$ cat config.mk
export PLATFORM = sky130hd
export DESIGN_NAME = wb_port_arbiter_flat
export DESIGN_NICKNAME = d
export VERILOG_FILES = /design/src/rtl/wb_pkg.sv /design/src/rtl/wb_port_arbiter_if.sv /design/src/rtl/wb_scoreboard.sv /design/src/rtl/wb_port_arbiter.sv /design/src/flat_wrapper.sv
export SDC_FILE = /design/constraint.sdc
export NUM_CORES = 1
export LEC_CHECK = 0
export CAP_MARGIN = 5
export CORE_ASPECT_RATIO = 0.8
export CORE_MARGIN = 1
export CORE_UTILIZATION = 60
export CTS_BUF_LIST = sky130_fd_sc_hd__clkbuf_4
export CTS_CLUSTER_DIAMETER = 200
export CTS_CLUSTER_SIZE = 25
export DETAILED_ROUTE_END_ITERATION = 10
export DONT_BUFFER_PORTS = 1
export HOLD_SLACK_MARGIN = 0.15
export PLACE_DENSITY_LB_ADDON = 0.08
export SLEW_MARGIN = 40
export SYNTH_ARGS = -nofsm -noshare
export SYNTH_HDL_FRONTEND = slang
export SYNTH_SLANG_ARGS = --single-unit
$ cat constraint.sdc
create_clock -name clk -period 1.9 [get_ports clk]
set_input_delay 0.095 -clock clk [delete_from_list [all_inputs] [get_ports clk]]
set_output_delay 0.095 -clock clk [all_outputs]
set_load 0.01 [all_outputs]
$ cat src/rtl/wb_pkg.sv
// rtl/wb_pkg.sv - shared widths and writeback source tags
package wb_pkg;

    localparam int REG_AW = 5;
    localparam int REG_DW = 32;

    localparam logic WB_SRC_PIPE = 1'b0;
    localparam logic WB_SRC_LU   = 1'b1;

endpackage

$ cat src/rtl/wb_port_arbiter_if.sv
// rtl/wb_port_arbiter_if.sv - writeback ports, decode query and register-file port bundle
interface wb_port_arbiter_if
    import wb_pkg::*;
#(
    parameter int AW = REG_AW,
    parameter int DW = REG_DW
);

    logic          p0_valid;
    logic          p0_ready;
    logic [AW-1:0] p0_addr;
    logic [DW-1:0] p0_data;

    logic          p1_valid;
    logic          p1_ready;
    logic [AW-1:0] p1_addr;
    logic [DW-1:0] p1_data;

    logic          iss_valid;
    logic [AW-1:0] iss_rd;
    logic [AW-1:0] rs1_addr;
    logic [AW-1:0] rs2_addr;
    logic          rs1_busy;
    logic          rs2_busy;

    logic          reg_wen;
    logic [AW-1:0] reg_waddr;
    logic [DW-1:0] reg_wdata;

    // Requesters, decode and the register file side
    modport master (
        output p0_valid, p0_addr, p0_data,
        input  p0_ready,
        output p1_valid, p1_addr, p1_data,
        input  p1_ready,
        output iss_valid, iss_rd, rs1_addr, rs2_addr,
        input  rs1_busy, rs2_busy,
        input  reg_wen, reg_waddr, reg_wdata
    );

    // The arbiter
    modport slave (
        input  p0_valid, p0_addr, p0_data,
        output p0_ready,
        input  p1_valid, p1_addr, p1_data,
        output p1_ready,
        input  iss_valid, iss_rd, rs1_addr, rs2_addr,
        output rs1_busy, rs2_busy,
        output reg_wen, reg_waddr, reg_wdata
    );

endinterface

$ cat src/rtl/wb_scoreboard.sv
// rtl/wb_scoreboard.sv - pending long-latency write tracker with two decode query ports
module wb_scoreboard
    import wb_pkg::*;
#(
    parameter int AW = REG_AW
) (
    input  logic          clk,
    input  logic          rst,
    input  logic          set_en,
    input  logic [AW-1:0] set_idx,
    input  logic          clr_en,
    input  logic [AW-1:0] clr_idx,
    input  logic [AW-1:0] rs1_addr,
    input  logic [AW-1:0] rs2_addr,
    output logic          rs1_busy,
    output logic          rs2_busy
);

    localparam int NREG = 1 << AW;

    logic [NREG-1:0] busy;
    logic [NREG-1:0] busy_next;

    // Clear first so a same-index issue in the same edge keeps the register busy
    always_comb begin
        busy_next = busy;
        if (clr_en) begin
            busy_next[clr_idx] = 1'b0;
        end
        if (set_en) begin
            busy_next[set_idx] = 1'b1;
        end
        busy_next[0] = 1'b0;
    end

    // Busy vector state
    always_ff @(posedge clk) begin
        if (rst) begin
            busy <= '0;
        end else begin
            busy <= busy_next;
        end
    end

    // Query muxes; x0 never reads busy since bit 0 is held low
    always_comb begin
        rs1_busy = busy[rs1_addr];
        rs2_busy = busy[rs2_addr];
    end

endmodule

$ cat src/rtl/wb_port_arbiter.sv
// rtl/wb_port_arbiter.sv - two-source register-file write port arbiter with starvation guard
module wb_port_arbiter
    import wb_pkg::*;
#(
    parameter int STARVE_LIMIT = 4,
    parameter int AW           = REG_AW,
    parameter int DW           = REG_DW
) (
    input  logic                clk,
    input  logic                rst,
    wb_port_arbiter_if.slave    bus
);

    localparam logic [3:0] LIMIT = 4'(STARVE_LIMIT);

    logic [3:0]    starve_cnt;
    logic          grant0;
    logic          grant1;
    logic          force1;
    logic          wen_q;
    logic          src_q;
    logic [AW-1:0] waddr_q;
    logic [DW-1:0] wdata_q;
    logic          wen_out;

    // Grant selection; nothing is granted while reset is held
    always_comb begin
        force1 = (starve_cnt == LIMIT);
        grant1 = !rst && bus.p1_valid && (!bus.p0_valid || force1);
        grant0 = !rst && bus.p0_valid && !grant1;
    end

    assign bus.p0_ready = grant0;
    assign bus.p1_ready = grant1;

    // Starvation counter: counts consecutive lost cycles of port 1
    always_ff @(posedge clk) begin
        if (rst) begin
            starve_cnt <= 4'd0;
        end else if (!bus.p1_valid || grant1) begin
            starve_cnt <= 4'd0;
        end else if (starve_cnt != LIMIT) begin
            starve_cnt <= starve_cnt + 4'd1;
        end
    end

    // Output register; address/data hold when idle, x0 grants complete without a write
    always_ff @(posedge clk) begin
        if (rst) begin
            wen_q   <= 1'b0;
            src_q   <= WB_SRC_PIPE;
            waddr_q <= '0;
            wdata_q <= '0;
        end else if (grant0) begin
            wen_q   <= (bus.p0_addr != '0);
            src_q   <= WB_SRC_PIPE;
            waddr_q <= bus.p0_addr;
            wdata_q <= bus.p0_data;
        end else if (grant1) begin
            wen_q   <= (bus.p1_addr != '0);
            src_q   <= WB_SRC_LU;
            waddr_q <= bus.p1_addr;
            wdata_q <= bus.p1_data;
        end else begin
            wen_q   <= 1'b0;
        end
    end

    // A reset in the write cycle suppresses the commit so a pending grant is dropped
    assign wen_out       = wen_q && !rst;
    assign bus.reg_wen   = wen_out;
    assign bus.reg_waddr = waddr_q;
    assign bus.reg_wdata = wdata_q;

    wb_scoreboard #(
        .AW (AW)
    ) u_scoreboard (
        .clk      (clk),
        .rst      (rst),
        .set_en   (bus.iss_valid && (bus.iss_rd != '0)),
        .set_idx  (bus.iss_rd),
        .clr_en   (wen_out && (src_q == WB_SRC_LU)),
        .clr_idx  (waddr_q),
        .rs1_addr (bus.rs1_addr),
        .rs2_addr (bus.rs2_addr),
        .rs1_busy (bus.rs1_busy),
        .rs2_busy (bus.rs2_busy)
    );

endmodule
$ cat src/flat_wrapper.sv
// flat-port wrapper written by rule: the top's interface ports become plain ports
module wb_port_arbiter_flat import wb_pkg::*;
#(
    parameter int STARVE_LIMIT = 4,
    parameter int AW           = REG_AW,
    parameter int DW           = REG_DW
)
  (clk, rst, bus_p0_valid, bus_p0_addr, bus_p0_data, bus_p0_ready, bus_p1_valid, bus_p1_addr, bus_p1_data, bus_p1_ready, bus_iss_valid, bus_iss_rd, bus_rs1_addr, bus_rs2_addr, bus_rs1_busy, bus_rs2_busy, bus_reg_wen, bus_reg_waddr, bus_reg_wdata);
  wb_port_arbiter_if #(.AW(AW), .DW(DW)) bus_i ();
  input  logic clk;
  input  logic rst;
  input wire logic [$bits(bus_i.p0_valid)-1:0] bus_p0_valid;
  input wire logic [$bits(bus_i.p0_addr)-1:0] bus_p0_addr;
  input wire logic [$bits(bus_i.p0_data)-1:0] bus_p0_data;
  output wire logic [$bits(bus_i.p0_ready)-1:0] bus_p0_ready;
  input wire logic [$bits(bus_i.p1_valid)-1:0] bus_p1_valid;
  input wire logic [$bits(bus_i.p1_addr)-1:0] bus_p1_addr;
  input wire logic [$bits(bus_i.p1_data)-1:0] bus_p1_data;
  output wire logic [$bits(bus_i.p1_ready)-1:0] bus_p1_ready;
  input wire logic [$bits(bus_i.iss_valid)-1:0] bus_iss_valid;
  input wire logic [$bits(bus_i.iss_rd)-1:0] bus_iss_rd;
  input wire logic [$bits(bus_i.rs1_addr)-1:0] bus_rs1_addr;
  input wire logic [$bits(bus_i.rs2_addr)-1:0] bus_rs2_addr;
  output wire logic [$bits(bus_i.rs1_busy)-1:0] bus_rs1_busy;
  output wire logic [$bits(bus_i.rs2_busy)-1:0] bus_rs2_busy;
  output wire logic [$bits(bus_i.reg_wen)-1:0] bus_reg_wen;
  output wire logic [$bits(bus_i.reg_waddr)-1:0] bus_reg_waddr;
  output wire logic [$bits(bus_i.reg_wdata)-1:0] bus_reg_wdata;
  assign bus_i.p0_valid = bus_p0_valid;
  assign bus_i.p0_addr = bus_p0_addr;
  assign bus_i.p0_data = bus_p0_data;
  assign bus_p0_ready = bus_i.p0_ready;
  assign bus_i.p1_valid = bus_p1_valid;
  assign bus_i.p1_addr = bus_p1_addr;
  assign bus_i.p1_data = bus_p1_data;
  assign bus_p1_ready = bus_i.p1_ready;
  assign bus_i.iss_valid = bus_iss_valid;
  assign bus_i.iss_rd = bus_iss_rd;
  assign bus_i.rs1_addr = bus_rs1_addr;
  assign bus_i.rs2_addr = bus_rs2_addr;
  assign bus_rs1_busy = bus_i.rs1_busy;
  assign bus_rs2_busy = bus_i.rs2_busy;
  assign bus_reg_wen = bus_i.reg_wen;
  assign bus_reg_waddr = bus_i.reg_waddr;
  assign bus_reg_wdata = bus_i.reg_wdata;
  wb_port_arbiter #(.STARVE_LIMIT(STARVE_LIMIT), .AW(AW), .DW(DW)) u_core (.clk(clk), .rst(rst), .bus(bus_i));
endmodule
==> results of run 1 <==
cells by family after synthesis:
| logic type | after synthesis | share of synthesized area [%] |
|---|---|---|
| AND/OR/NAND/NOR | 246 | 36.2 |
| AO/OA/AOI/OAI | 85 | 12.1 |
| flip-flops | 74 | 36.7 |
| buffers and inverters | 43 | 6.05 |
| multiplexers | 24 | 7.82 |
| XOR/XNOR | 2 | 0.435 |
| adder cells (fa/ha/maj) | 2 | 0.621 |
metrics by stage:
stage / utilization (%) / instances / instance area, um2 / worst slack, ns / hold WS (ns)
floorplan: - / 476 / 4030 / 0.411 / 0.212
global placement: 62.2 / 534 / 4010 / 0.0562 / 0.171
detailed placement: 62.2 / 534 / 4010 / -0.0193 / 0.173
==> flow_metrics.py, run 1 <==
metrics = {
    "placed_design": {
        "dp_hpwl_mm": 6.92,
        "port-buffer-count": 0,
        "gp_congestion": 0.825,
    },
    "clock_network": {
        "postCtsHoldBufs": 111,
        "clkSinkCount": 74,
        "cts_buffers": 9,
        "post_cts.repair.setup_buffers": 0,
        "cts-root-buf": "clkbuf_4",
        "ctsLongestPathBuffers": 2,
        "htreeDepth": 3,
        "cts_resized": 3,
    },
    "run_status": {
        "haltStage": "4_1_cts",
        "stop_error": "[ERROR RSZ-0060] Max buffer count reached.",
        "status": "stopped before the end",
    },
    "synthesis": {
        "syn_area_um2": 4030,
        "ys_seq_area_share_pct": 36.7,
        "synthArstFlopShare_pct": 0,
        "synth_area_leader_cell": "dfxtp_1",
        "ys_types": 43,
        "ys_warn_count": 0,
        "synth_edf_count": 0,
        "synthesis.instances": 476,
        "synth_top_area_share_pct": 36.7,
        "synth_area_leaders": "dfxtp_1 (37%), nor4_2 (9.3%), nor2_1 (6.6%), a21oi_1 (4.6%), mux2i_1 (4.5%)",
        "synth_ff_type": "dfxtp_1",
        "yosysMostFrequentCell": "dfxtp_1",
        "yosys_register_bits": 74,
        "synth.avg_cell_area_um2": 8.47,
        "synthTopCellsByCount": "dfxtp_1 (74), nor2_1 (71), nand2_1 (39)",
        "syn_nets": 572,
    },
    "floorplan": {
        "rows": 26,
        "dieWidth_um": 93.6,
        "die_height_um": 75.3,
        "io_pins": 136,
        "initial_core_util_pct": 62.6,
    },
}
==> run 2, diff against run 1 <==
CORE_ASPECT_RATIO = not set   (was 0.8)
CORE_UTILIZATION = 40   (was 60)
CTS_BUF_LIST = not set   (was sky130_fd_sc_hd__clkbuf_4)
CTS_CLUSTER_DIAMETER = not set   (was 200)
CTS_CLUSTER_SIZE = not set   (was 25)
HOLD_SLACK_MARGIN = not set   (was 0.15)
PLACE_DENSITY_LB_ADDON = 0.15   (was 0.08)
==> run 2 against run 1 <==
  * The run now ends clean
  * Synthesized cell count unchanged
  * Area after synthesis unchanged
==> flow_metrics.py, run 2 <==
metrics = {
    "drt": {
        "avgViaCountPerCell": 5.57,
        "drt_iter0_drc": 202,
        "wl_per_cell_um": 17.8,
        "drc": 0,
        "vias": 3673,
        "drt_wl_total_mm": 11.8,
        "detail_route.first_pass.iterations": 4,
        "ant_nets": 0,
    },
    "sta": {
        "worstMarginPinSlew_ns": 0.686,
        "min_period_over_period_pct": 93.9,
        "setup_viol": 0,
        "maxSlewHeadroom_pct": 54.2,
        "hold_violations": 0,
        "finalSetupTns_ns": 0,
        "hold-worst-slack_ns": 0.00715,
        "clock.fmax_ghz": 0.561,
        "period_needed_ns": 1.78,
        "skew_ns": 0.00962,
        "grt_setup_unrepaired": "no",
        "drv_slew": 0,
    },
    "floorplan": {
        "dieWidth_um": 102,
        "core_um2": 9770,
        "die_height_um": 102,
        "io_pins": 136,
        "die-area_um2": 10500,
        "rows": 36,
        "initial_core_util_pct": 41.2,
    },
    "power": {
        "power_density_nw_per_um2": 700,
        "ir_worst_vdd_uv": 564,
        "leakagePower_nw": 1.74,
    },
    "synthesis": {
        "synth_area_leaders": "dfxtp_1 (37%), nor4_2 (9.3%), nor2_1 (6.6%), a21oi_1 (4.6%), mux2i_1 (4.5%)",
        "synth_edf_count": 0,
        "ys_types": 43,
        "synthXorXnorAreaFrac_pct": 0.435,
        "yosys_register_bits": 74,
        "synth-simple-area-share_pct": 36.2,
        "synthArstFlopShare_pct": 0,
        "yosysMostFrequentCell": "dfxtp_1",
        "synth_adder_area_share_pct": 0.621,
        "syn_nets": 572,
        "ys_warn_count": 0,
        "synth_area_leader_cell": "dfxtp_1",
        "synth_top_area_share_pct": 36.7,
        "syn_area_um2": 4030,
        "synth-compound-area-share_pct": 12.1,
        "synthTopCellsByCount": "dfxtp_1 (74), nor2_1 (71), nand2_1 (39)",
        "muxShareOfSynthArea_pct": 7.82,
        "synthesis.instances": 476,
        "synth_ff_type": "dfxtp_1",
        "ys_seq_area_share_pct": 36.7,
        "synth_top_family_by_area": "simple AND/OR/NAND/NOR gates",
        "synth.avg_cell_area_um2": 8.47,
    },
    "setup_path": {
        "crit_path_end_kind": "output port",
        "crit_slowest_cell": "dfxtp_2",
        "max_stage_delay_ns": 0.34,
        "crit_family": "buffers and inverters",
        "path_buf_inv": 4,
        "worstSetupPathType": "reg -> out",
        "crit_arrival_ns": 1.69,
        "cp.required_ns": 1.80,
        "cp_max_fo": 20,
        "crit_path_cell_trace": "inv_1, ha_1, nand3b_1, o211ai_4, buf_12, inv_12, buf_4",
        "crit_path_start_kind": "register",
    },
    "final_layout": {
        "multi_input_area_um2": 2320,
        "largest_register_ffs": 32,
        "register_area_um2": 1490,
        "area_delta_synth_final_pct": 23.3,
        "n_fill_cell": 932,
        "final_cell_mix": "nor2_1 (71), dfxtp_1 (71), dlygate4sd3_1 (53)",
        "diodes": 0,
        "finalNetCount": 619,
        "post_route_cells_drive_above_1_share_pct": 21.1,
        "utilization_pct": 50.8,
    },
    "global_routing": {
        "grt_usage_pct": 21.8,
        "grt_pass1_wl_mm": 17.7,
        "antenna_found_initial": 0,
        "grt_overflow": 0,
        "grt.busiest_layer": "met2",
        "use_met1_pct": 27.1,
        "met2_usage_pct": 36.6,
        "grt_pass1_vias": 3519,
        "met3_usage_pct": 4.99,
        "grt_max_degree": 65,
    },
    "clock_network": {
        "clkSinkCount": 74,
        "cts-root-buf": "clkbuf_8",
        "ctsLongestPathBuffers": 2,
        "cts_buffers": 9,
        "cts.clk_slew.worst_paths_ns": 0.08,
        "htreeDepth": 3,
        "cts_tree": "built",
        "clkLatencyLatePin_ns": 0.35,
    },
    "run_status": {
        "status": "complete, no violations",
    },
    "placed_design": {
        "port-buffer-count": 0,
        "gp_congestion": 0.778,
        "dp_hpwl_mm": 7.65,
    },
    "worst_hold_path": {
        "min_path_type": "in -> reg",
    },
    "flow_run": {
        "drv_cap": 0,
    },
}
-- run 2: cell counts after synthesis --
No cell type changed its count.
-- run 2: final timing paths --
check | from | to | slack, ns | depth (start not counted)
max | u_core.starve_cnt[0] | bus_p0_ready | 0.12 | 7
min | bus_p1_data[12] | u_core.bus.reg_wdata[12] | 0.007 | 2
max reg2reg | u_core.bus.reg_waddr[1] | u_core.u_scoreboard.busy[25] | 0.12 | 5
min reg2reg | u_core.starve_cnt[0] | u_core.starve_cnt[0] | 0.43 | 1
-- run 2: metrics by stage --
stage	cells	cell area (um2)	worst slack [ns]	power [mW]
floorplan	476	4030	0.411	2.10
global placement	584	4080	0.0167	2.12
detailed placement	586	4100	-0.0683	2.14
CTS	655	4870	0.00281	3.46
global route	660	4970	0.0161	3.62
finish	660	4970	0.116	3.48
-- run 2: power by group --
part,internal (mW),switching [mW]
Combinational,0.254,0.284
Clock,0.630,0.593
Sequential,1.63,0.0928
Total,2.51,0.970
-- run 2: cell families after synthesis --
group                    Yosys count
AND/OR/NAND/NOR                  246
AO/OA/AOI/OAI                     85
flip-flops                        74
buffers and inverters             43
multiplexers                      24
XOR/XNOR                           2
adder cells (fa/ha/maj)            2
-- run 2: layout make-up --
| type | count | area share, % |
|---|---|---|
| clock buffer | 10 | 2.77 |
| clock inverter | 5 | 1.11 |
| inverter | 9 | 0.932 |
| multi-input combinational | 359 | 46.7 |
| sequential | 74 | 29.9 |
| tap | 133 | 3.35 |
| timing repair buffer | 69 | 15.1 |
| timing repair inverter | 1 | 0.176 |
-- run 2: timing repair --
| item | CTS | global route |
|---|---|---|
| endpoints found under the hold margin | 74 | 0 |
| resized for setup | 4 | 12 |
| gates cloned | 0 | 2 |
| endpoints found under the setup margin | 39 | 42 |
| hold buffers | 54 | 0 |
| setup buffers | 0 | 3 |
-- run 2: metal layers --
| metal | vias up | wire [um] |
|---|---|---|
| met2 | 123 | 5760 |
| met4 | 0 | 231 |
| met3 | 23 | 763 |
| met5 | - | 0 |
| met1 | 1755 | 5030 |
| li1 | 1772 | - |
No activity file was read; power rests on OpenSTA's default activity.
